`config.mk`:
```
export PLATFORM = sky130hd
export DESIGN_NAME = i2c_target
export DESIGN_NICKNAME = d
export VERILOG_FILES = /design/src/rtl/i2c_pkg.sv /design/src/rtl/i2c_line_sync.sv /design/src/rtl/i2c_target.sv
export SDC_FILE = /design/constraint.sdc
export NUM_CORES = 1
export LEC_CHECK = 0
export ABC_AREA = 1
export BUFFER_PORTS_ARGS = -buffer_cell sky130_fd_sc_hd__buf_2
export CORE_MARGIN = 5
export CORE_UTILIZATION = 40
export CTS_CLUSTER_DIAMETER = 50
export DETAILED_ROUTE_END_ITERATION = 10
export PLACE_DENSITY = 0.55
export SLEW_MARGIN = 10
export SYNTH_ARGS = -nofsm -noshare
export SYNTH_HDL_FRONTEND = slang
export SYNTH_HIERARCHICAL = 1
export SYNTH_SLANG_ARGS = --single-unit
```
`constraint.sdc`:
```
create_clock -name clk -period 2.8 [get_ports clk]
set_input_delay 0.56 -clock clk [delete_from_list [all_inputs] [get_ports clk]]
set_output_delay 0.56 -clock clk [all_outputs]
set_load 0.005 [all_outputs]
```
`src/rtl/i2c_pkg.sv`:
```
// Shared definitions for the I2C register-file target: FSM states,
// default device address and register-file geometry.
package i2c_pkg;

    localparam logic [6:0] DEFAULT_DEV_ADDR = 7'h40;
    localparam int         REG_DEPTH        = 16;
    localparam int         PTR_W            = 4;

    typedef enum logic [3:0] {
        ST_IDLE     = 4'd0,
        ST_ADDR     = 4'd1,
        ST_ADDR_ACK = 4'd2,
        ST_PTR      = 4'd3,
        ST_PTR_ACK  = 4'd4,
        ST_RX       = 4'd5,
        ST_RX_ACK   = 4'd6,
        ST_TX       = 4'd7,
        ST_TX_ACK   = 4'd8
    } i2c_state_e;

    // Register pointer advance; wraps from the last register back to 0.
    function automatic logic [PTR_W-1:0] ptr_inc(input logic [PTR_W-1:0] ptr);
        return ptr + {{(PTR_W-1){1'b0}}, 1'b1};
    endfunction

endpackage

```
`src/rtl/i2c_line_sync.sv`:
```
// Synchronizer and edge detector for one open-drain bus line; all outputs
// registered so level and edge flags for SCL and SDA stay cycle-aligned.
module i2c_line_sync #(
    parameter int SYNC_STAGES = 2
) (
    input  logic clk,
    input  logic reset,
    input  logic line,
    output logic level,
    output logic rise,
    output logic fall
);

    logic [SYNC_STAGES-1:0] sync_r;
    logic                   level_r;
    logic                   rise_r;
    logic                   fall_r;

    // Synchronizer chain plus registered level/edge flags; idle bus reads high.
    always_ff @(posedge clk or negedge reset) begin
        if (!reset) begin
            sync_r  <= {SYNC_STAGES{1'b1}};
            level_r <= 1'b1;
            rise_r  <= 1'b0;
            fall_r  <= 1'b0;
        end else begin
            sync_r[0] <= line;
            for (int i = 1; i < SYNC_STAGES; i++) begin
                sync_r[i] <= sync_r[i-1];
            end
            level_r <= sync_r[SYNC_STAGES-1];
            rise_r  <= sync_r[SYNC_STAGES-1] & ~level_r;
            fall_r  <= ~sync_r[SYNC_STAGES-1] & level_r;
        end
    end

    assign level = level_r;
    assign rise  = rise_r;
    assign fall  = fall_r;

endmodule

```
`src/rtl/i2c_target.sv`:
```
// I2C target exposing a 16x8 register file: pointer byte after the address,
// then sequential writes or reads with pointer auto-increment.
module i2c_target
    import i2c_pkg::*;
#(
    parameter logic [6:0] DEV_ADDR    = DEFAULT_DEV_ADDR,
    parameter int         SYNC_STAGES = 2
) (
    input  logic       clk,
    input  logic       reset,
    input  logic       scl_in,
    input  logic       sda_in,
    output logic       sda_oe,
    output logic       wr_valid,
    output logic [3:0] wr_addr,
    output logic [7:0] wr_data,
    output logic       busy
);

    logic scl_s, scl_rise_s, scl_fall_s;
    logic sda_s, sda_rise_s, sda_fall_s;
    logic start_s, stop_s;

    i2c_line_sync #(.SYNC_STAGES(SYNC_STAGES)) u_scl_sync (
        .clk   (clk),
        .reset (reset),
        .line  (scl_in),
        .level (scl_s),
        .rise  (scl_rise_s),
        .fall  (scl_fall_s)
    );

    i2c_line_sync #(.SYNC_STAGES(SYNC_STAGES)) u_sda_sync (
        .clk   (clk),
        .reset (reset),
        .line  (sda_in),
        .level (sda_s),
        .rise  (sda_rise_s),
        .fall  (sda_fall_s)
    );

    assign start_s = sda_fall_s & scl_s;
    assign stop_s  = sda_rise_s & scl_s;

    i2c_state_e       state_r, state_nxt;
    logic [2:0]       bit_cnt_r, bit_cnt_nxt;
    logic [7:0]       shift_r, shift_nxt;
    logic [PTR_W-1:0] ptr_r, ptr_nxt;
    logic             phase_r, phase_nxt;
    logic             ack_r, ack_nxt;
    logic             busy_r, busy_nxt;
    logic [7:0]       regs_r [REG_DEPTH];

    logic             sda_oe_r, sda_oe_nxt;
    logic             wr_valid_r, wr_valid_nxt;
    logic [3:0]       wr_addr_r, wr_addr_nxt;
    logic [7:0]       wr_data_r, wr_data_nxt;
    logic             reg_we_s;

    logic [7:0]       byte_in_s;
    logic [PTR_W-1:0] ptr_inc_s;

    assign byte_in_s = {shift_r[6:0], sda_s};
    assign ptr_inc_s = ptr_inc(ptr_r);

    // State register and datapath registers.
    always_ff @(posedge clk or negedge reset) begin
        if (!reset) begin
            state_r   <= ST_IDLE;
            bit_cnt_r <= 3'd0;
            shift_r   <= 8'h00;
            ptr_r     <= {PTR_W{1'b0}};
            phase_r   <= 1'b0;
            ack_r     <= 1'b0;
            busy_r    <= 1'b0;
        end else begin
            state_r   <= state_nxt;
            bit_cnt_r <= bit_cnt_nxt;
            shift_r   <= shift_nxt;
            ptr_r     <= ptr_nxt;
            phase_r   <= phase_nxt;
            ack_r     <= ack_nxt;
            busy_r    <= busy_nxt;
        end
    end

    // Next-state and datapath update; START/STOP override every state.
    // phase_r marks the second half of an ACK slot (ACK already driven).
    always_comb begin
        state_nxt   = state_r;
        bit_cnt_nxt = bit_cnt_r;
        shift_nxt   = shift_r;
        ptr_nxt     = ptr_r;
        phase_nxt   = phase_r;
        ack_nxt     = ack_r;
        busy_nxt    = busy_r;
        if (stop_s) begin
            state_nxt = ST_IDLE;
            busy_nxt  = 1'b0;
            phase_nxt = 1'b0;
        end else if (start_s) begin
            state_nxt   = ST_ADDR;
            bit_cnt_nxt = 3'd7;
            phase_nxt   = 1'b0;
        end else begin
            case (state_r)
                ST_IDLE: begin
                    busy_nxt = 1'b0;
                end
                ST_ADDR, ST_PTR, ST_RX: begin
                    if (scl_rise_s) begin
                        shift_nxt = byte_in_s;
                        if (bit_cnt_r == 3'd0) begin
                            phase_nxt = 1'b0;
                            case (state_r)
                                ST_ADDR: begin
                                    if (byte_in_s[7:1] == DEV_ADDR) begin
                                        state_nxt = ST_ADDR_ACK;
                                        busy_nxt  = 1'b1;
                                    end else begin
                                        state_nxt = ST_IDLE;
                                        busy_nxt  = 1'b0;
                                    end
                                end
                                ST_PTR: begin
                                    state_nxt = ST_PTR_ACK;
                                    ptr_nxt   = byte_in_s[PTR_W-1:0];
                                end
                                default: state_nxt = ST_RX_ACK;
                            endcase
                        end else begin
                            bit_cnt_nxt = bit_cnt_r - 3'd1;
                        end
                    end else begin
                        shift_nxt = shift_r;
                    end
                end
                ST_ADDR_ACK, ST_PTR_ACK, ST_RX_ACK: begin
                    if (scl_fall_s) begin
                        if (!phase_r) begin
                            phase_nxt = 1'b1;
                            if (state_r == ST_RX_ACK) begin
                                ptr_nxt = ptr_inc_s;
                            end else begin
                                ptr_nxt = ptr_r;
                            end
                        end else begin
                            phase_nxt   = 1'b0;
                            bit_cnt_nxt = 3'd7;
                            if (state_r == ST_ADDR_ACK && shift_r[0]) begin
                                state_nxt = ST_TX;
                                shift_nxt = regs_r[ptr_r];
                            end else if (state_r == ST_ADDR_ACK) begin
                                state_nxt = ST_PTR;
                            end else begin
                                state_nxt = ST_RX;
                            end
                        end
                    end else begin
                        phase_nxt = phase_r;
                    end
                end
                ST_TX: begin
                    if (scl_fall_s) begin
                        if (bit_cnt_r == 3'd0) begin
                            state_nxt = ST_TX_ACK;
                            ack_nxt   = 1'b0;
                        end else begin
                            bit_cnt_nxt = bit_cnt_r - 3'd1;
                            shift_nxt   = {shift_r[6:0], 1'b0};
                        end
                    end else begin
                        shift_nxt = shift_r;
                    end
                end
                ST_TX_ACK: begin
                    if (scl_rise_s) begin
                        ack_nxt = ~sda_s;
                    end else if (scl_fall_s) begin
                        if (ack_r) begin
                            state_nxt   = ST_TX;
                            ptr_nxt     = ptr_inc_s;
                            shift_nxt   = regs_r[ptr_inc_s];
                            bit_cnt_nxt = 3'd7;
                        end else begin
                            state_nxt = ST_IDLE;
                            busy_nxt  = 1'b0;
                        end
                    end else begin
                        ack_nxt = ack_r;
                    end
                end
                default: begin
                    state_nxt = ST_IDLE;
                    busy_nxt  = 1'b0;
                end
            endcase
        end
    end

    // Next values of the registered outputs; SDA only moves after SCL falls.
    always_comb begin
        sda_oe_nxt   = sda_oe_r;
        wr_valid_nxt = 1'b0;
        wr_addr_nxt  = wr_addr_r;
        wr_data_nxt  = wr_data_r;
        reg_we_s     = 1'b0;
        if (stop_s || start_s) begin
            sda_oe_nxt = 1'b0;
        end else begin
            case (state_r)
                ST_ADDR_ACK: begin
                    if (scl_fall_s) begin
                        if (!phase_r) begin
                            sda_oe_nxt = 1'b1;
                        end else if (shift_r[0]) begin
                            sda_oe_nxt = ~regs_r[ptr_r][7];
                        end else begin
                            sda_oe_nxt = 1'b0;
                        end
                    end else begin
                        sda_oe_nxt = sda_oe_r;
                    end
                end
                ST_PTR_ACK: begin
                    if (scl_fall_s) begin
                        sda_oe_nxt = ~phase_r;
                    end else begin
                        sda_oe_nxt = sda_oe_r;
                    end
                end
                ST_RX_ACK: begin
                    if (scl_fall_s && !phase_r) begin
                        sda_oe_nxt   = 1'b1;
                        reg_we_s     = 1'b1;
                        wr_valid_nxt = 1'b1;
                        wr_addr_nxt  = ptr_r;
                        wr_data_nxt  = shift_r;
                    end else if (scl_fall_s) begin
                        sda_oe_nxt = 1'b0;
                    end else begin
                        sda_oe_nxt = sda_oe_r;
                    end
                end
                ST_TX: begin
                    if (scl_fall_s) begin
                        sda_oe_nxt = (bit_cnt_r == 3'd0) ? 1'b0 : ~shift_r[6];
                    end else begin
                        sda_oe_nxt = sda_oe_r;
                    end
                end
                ST_TX_ACK: begin
                    if (scl_fall_s) begin
                        sda_oe_nxt = ack_r ? ~regs_r[ptr_inc_s][7] : 1'b0;
                    end else begin
                        sda_oe_nxt = sda_oe_r;
                    end
                end
                default: begin
                    sda_oe_nxt = 1'b0;
                end
            endcase
        end
    end

    // Output registers; the async reset releases SDA immediately.
    always_ff @(posedge clk or negedge reset) begin
        if (!reset) begin
            sda_oe_r   <= 1'b0;
            wr_valid_r <= 1'b0;
            wr_addr_r  <= 4'd0;
            wr_data_r  <= 8'h00;
        end else begin
            sda_oe_r   <= sda_oe_nxt;
            wr_valid_r <= wr_valid_nxt;
            wr_addr_r  <= wr_addr_nxt;
            wr_data_r  <= wr_data_nxt;
        end
    end

    // Register file, written only by completed RX bytes.
    always_ff @(posedge clk or negedge reset) begin
        if (!reset) begin
            for (int i = 0; i < REG_DEPTH; i++) begin
                regs_r[i] <= 8'h00;
            end
        end else if (reg_we_s) begin
            regs_r[ptr_r] <= shift_r;
        end else begin
            regs_r[ptr_r] <= regs_r[ptr_r];
        end
    end

    assign sda_oe   = sda_oe_r;
    assign wr_valid = wr_valid_r;
    assign wr_addr  = wr_addr_r;
    assign wr_data  = wr_data_r;
    assign busy     = busy_r;

endmodule

```
* Yosys cells after proc, flatten, opt, wreduce, memory -nomap -nowiden
Index checks and enable logic that the tools add are counted.
W data, S select, Z words.
** Word-level totals
- Flip-flop bits (word level) :: 174
- Output and inout port bits :: 15
- Word-level logic and storage cells :: 228
** Cells by class
- $add $sub $neg :: 2
- Magnitude comparators :: 3
- Equal/unequal tests :: 53
- Muxes and demuxes :: 92
- Bitwise logic cells :: 19
- Reductions and logical operators :: 24
** Operators by type and width (count)
- $bwmux W128 :: 2
- $mux W128 :: 1
- $mux W8 :: 14
- $mux W4 :: 19
- $bmux W8 S4 :: 2
- $mux W3 :: 12
- $demux W8 S4 :: 1
- $pmux W8 S4 :: 1
- $mux W1 :: 31
- $ne A3 B2 Y1 const B :: 9
- $ne A3 B3 Y1 const B :: 8
- $reduce_and A12 Y1 :: 2
- $ne A2 B2 Y1 const B :: 10
- $pmux W4 S5 :: 1
- $reduce_and A9 Y1 :: 2
- $eq A4 B3 Y1 const B :: 4
- $ne A4 B3 Y1 const B :: 4
- $ne A4 B4 Y1 const B :: 4
- $ne A2 B1 Y1 const B :: 7
- $pmux W3 S4 :: 1
- $pmux W4 S3 :: 1
- $not A1 Y1 :: 11
- $ge A5 B5 Y1 const B :: 2
- $not A4 Y5 :: 2
- other kinds (31) :: 42

* Logic depth before layout (Yosys ltp)
- Word-level depth :: 10
- Gate-level depth with buffers :: 15

* Hierarchy
Netlist, hierarchy kept.
** By module, submodules not included
- i2c_target :: instances 1, cells an instance 1481, area an instance 9957.0 µm², sequential area each 4103.9 µm²
- i2c_line_sync :: instances 2, cells an instance 9, area an instance 143.9 µm², sequential area each 128.9 µm²

* Worst setup path after synthesis
Ideal clock, no wire load.
- Path type :: register to register
- From :: reg ptr_r[0]
- To :: reg sda_oe_r (netlist: sda_oe)
- Library setup time :: 0.113 ns
- Arrival time :: 2.166 ns
- Required time :: 2.687 ns
- Slack :: 0.521 ns
- Cell stages (with the launch flop) :: 15
- Buffers on the path :: 4
- Period minus slack after synthesis :: 2.279 ns
- Path through :: dfrtp_1 > inv_2 > buf_2 > buf_2 > ha_1 > clkbuf_1 > inv_1 > clkbuf_1 > o211ai_1 > nand3_1 > nand3_1 > nand3b_1 > nand3_1 > nand2_1 > inv_1
** On the way
- Longest elaborated chain between the ends :: 10
- Elaborated cells between the ends (all ways) :: 18
** Ends and longest elaborated chain
- from (decl) :: RTL line i2c_target.sv:48 : logic [PTR_W-1:0] ptr_r, ptr_nxt;
- from (signal assigned) :: RTL line i2c_target.sv:72 : ptr_r <= {PTR_W{1'b0}};
- from (signal assigned) :: RTL line i2c_target.sv:80 : ptr_r <= ptr_nxt;
- $add A4 B1 Y4 / $not A4 Y5 (equally long branches) :: RTL line i2c_pkg.sv:23, i2c_target.sv:217
- $not A4 Y5 (not written as such) / $bmux W8 S4 (equally long branches) :: RTL line i2c_target.sv:254, i2c_target.sv:217
- $bmux W8 S4 / $mux W8 (equally long branches) :: RTL line i2c_target.sv:254, i2c_target.sv:217
- $mux W8, on equally long branches :: RTL line i2c_target.sv:254, i2c_target.sv:217
- $mux W8 (not written as such) / $not A1 Y1 (equally long branches) :: RTL line i2c_target.sv:254, i2c_target.sv:217
- $not A1 Y1 / $mux W1 (equally long branches) :: RTL line i2c_target.sv:254, i2c_target.sv:216
- $mux W1, on equally long branches :: RTL line i2c_target.sv:254, i2c_target.sv:214
- $mux W1, on equally long branches :: RTL line i2c_target.sv:253, i2c_target.sv:213
- $pmux W1 S5 * :: RTL line i2c_target.sv:211 : case (state_r)
- $mux W1 * :: RTL line i2c_target.sv:208 : if (stop_s || start_s) begin
- to (signal assigned) :: RTL line i2c_target.sv:274 : sda_oe_r <= sda_oe_nxt;
- to (decl) :: RTL line i2c_target.sv:54 : logic sda_oe_r, sda_oe_nxt;
Mark *: on every way between the ends. The rest lies on a longest branch, timed or not. The select of a mux whose other input is x is not followed.
A chain may end at the register's enable or synchronous reset.

* Worst setup path after layout
- From :: reg ptr_r[1]
- To :: reg regs_r[3] (netlist name)
** On the way
- Longest elaborated chain between the ends :: 7
- Elaborated cells between the ends (all ways) :: 12
** Ends and longest elaborated chain
- $not A4 Y5 (not written as such) * :: RTL line i2c_target.sv:288, i2c_target.sv:290
- $ge A5 B5 Y1 (not written as such) / $lt A5 B1 Y1 (equally long branches) :: RTL line i2c_target.sv:288, i2c_target.sv:290
- $logic_and A1 B1 Y1 (not written as such) :: RTL line i2c_target.sv:288, i2c_target.sv:290
- $mux W8 (not written as such) :: RTL line i2c_target.sv:288, i2c_target.sv:290
- $demux W8 S4 :: RTL line i2c_target.sv:288, i2c_target.sv:290
- $bwmux W128, on equally long branches :: RTL line i2c_target.sv:290, i2c_target.sv:288
- $mux W128 * :: RTL line i2c_target.sv:287 : end else if (reg_we_s) begin
- to (signal, indexed assignment) :: RTL line i2c_target.sv:288 : regs_r[ptr_r] <= shift_r;
- to (signal, indexed assignment) :: RTL line i2c_target.sv:290 : regs_r[ptr_r] <= regs_r[ptr_r];
- to (decl) :: RTL line i2c_target.sv:52 : logic [7:0] regs_r [REG_DEPTH];
Marks and branches as above.

==> metrics <==
CP max FO=35; Worst setup SP type=flip-flop; Area Overhead vs Synth=10.4%; post-synth top area share=41.0%; CTS resizes=0; min cycle time layout=2260 ps; CP Class=reg -> reg; clk buf depth=2; first-pass GRT wire length=51000 µm; CTS Buf Count=17; EDFF count, synth=0; Port Buf Inserts=18; Worst setup EP type=flip-flop; static leakage=5.88 nW; Worst R2R Setup Slack=540 ps; ys flop type=dfrtp_1; initial core utilization=40.7%; DRC Markers=0; unrepaired setup endpoints after global routing=false; maximum clock rate=442 MHz; Vias=9476; Avg Inst Size Synth=6.83 µm²; Yosys reg bits=174; most common cell in the netlist=nand2_1; Netlist cell types=33; Final nets=1515; H-tree depth=4; layout cells sized above 1=9.75%; initial antenna violation count=0; Critical Path RT=3160 ps; Hold Buf Count CTS=0; Synth Warn #=6; sequential area share after synthesis=42.6%; fin crit share=80.7%; Syn Inst Count=1499; WL/cell=17.2 µm; cell area after synthesis=10200 µm²; Post-DP Area=10700 µm²; post-route cell area=11300 µm²; CTS tree=done; Final ANT Viol Nets=0; dpl hpwl=21700 µm; clock sink count=174; Setup TNS=0 ps; worst hold slack=63.6 ps; maximum vdd drop=0.000766 V; diodes inserted=0; GRT Total Usage=22.6%; Final Skew=11.5 ps; total gr overflow=0; largest net degree at the start of global routing=83; # setup viols final=0; row count=58; ys async rst share=100%; I/O pins=19; Reg clk slew, reported paths=80 ps; DR iter-0 viols=924; root buffer cell=clkbuf_16; DRT Wirelength=31700 µm; Worst Max-Slew Pin Slew=573 ps; die height=170 µm; clk_lat worst skew=440 ps; max_slew headroom=61.8%; Fillers=2542; Post-synth top cells=nand2_1, nand3_1, inv_1; Via density=5.13; status=finished clean; vias in the first global route=8977; Die ar.=28900 µm²; RR Startpoint=ptr_r[1]; Hold WC Path Type=in -> async; R2R depth=10; DRT Pass-1 Iters=6; max-cap violation count=0; Fin. Hold Viols=0; Pins Over Slew Limit=0; Worst EP arrival=2620 ps; FF-to-FF End=regs_r[3]; Synthesized Nets=1509; Placer Congestion=0.913; post-CTS setup buffers=0; total core area=25200 µm²; leading area contributor after synthesis=dfrtp_1; die width=170 µm; Pwr Density=1270 nW/µm²; top post-synthesis cells by area=dfrtp_1, nand2_1, nand3_1
-- worst max-delay path by stage --
| stage | from | to | slack [ps] | cells past startpoint |
|---|---|---|---|---|
| 2_1_floorplan | ptr_r[0] | sda_oe | 520 | 14 |
| 3_3_place_gp | ptr_r[0] | shift_r[0] | 580 | 12 |
| 3_5_place_dp | ptr_r[0] | regs_r[87] | 570 | 11 |
| 4_1_cts | ptr_r[0] | regs_r[87] | 550 | 11 |
| 5_1_grt | ptr_r[0] | regs_r[87] | 370 | 11 |
| 6_report | ptr_r[1] | regs_r[3] | 540 | 10 |
-- per-layer routing --
| metal | part of all wire [%] | track usage [%] |
|---|---|---|
| met2 | 46 | 36.3 |
| met3 | 5.3 | 3.21 |
| met1 | 46 | 31.7 |
| met5 | 0 | 0 |
| met4 | 3.0 | 7.67 |
-- sequential cells by signal, summed over array words and instances, names as in the netlist, 2 cells and up --
signal             cells
regs_r               128
u_sda_sync/sync_r      2
wr_data                8
shift_r                8
wr_addr                4
u_scl_sync/sync_r      2
bit_cnt_r              3
state_r                4
ptr_r                  4
-- cell families after synthesis --
group | count (synthesis) | share of synthesized area (%)
XOR/XNOR | 1 | 0.159
adder cells (fa/ha/maj) | 6 | 0.733
AO/OA/AOI/OAI | 191 | 10.0
buffers and inverters | 264 | 11.2
AND/OR/NAND/NOR | 863 | 35.3
flip-flops | 174 | 42.6
-- area by class of cell --
class / count / area (µm²) / area share (%)
Clock buffer: 19 / 453 / 4.01
Clock inverter: 13 / 120 / 1.06
Inverter: 188 / 711 / 6.29
Multi-Input combinational cell: 1061 / 4740 / 41.9
Sequential cell: 174 / 4370 / 38.6
Tap cell: 330 / 413 / 3.65
Timing Repair Buffer: 63 / 509 / 4.50
-- critical path, stage by stage, from the launching register on --
cell and delay [ps]:
dfrtp_1 410, inv_2 80, buf_4 480, nand3_1 160
nand2_1 140, nand2_1 60, nand2_1 140, o21ai_1 100
nand2_2 370, nand2_1 90, o21ai_1 110
-- placed cells by master, fill, tap and decap left out, types with 4 or more instances in the layout --
cell       count
buf_2         17
inv_6          5
dfstp_2        6
nor2_2         5
nand2_1      563
o211ai_1      18
nor2_1        74
nand2_2       12
o21ai_0      125
inv_2         12
clkbuf_16     17
buf_4         39
nand4_1        4
inv_1        173
ha_1           6
o21ai_2        4
inv_8          4
nor2_4         6
nand3_1      191
o21ai_1       30
buf_12         6
dfrtp_1      167
a21oi_1       11
-- per-stage QoR --
stage	util, %	worst slack [ps]	total power, mW	std cells
after detailed placement	42.6	568	12.0	1816
after global routing	44.9	375	15.6	1848
final	44.9	540	14.4	1848
after global placement	42.6	579	11.9	1816
after CTS	44.9	554	14.4	1848
after floorplan	-	521	9.43	1499
-- power breakdown --
group,internal [mW],switching (mW),leakage (nW)
logic,2.39,5.87,3.36
registers,3.35,0.388,2.24
clock network,1.22,1.16,0.275
Note: power is estimated with default switching activity, not from simulation.
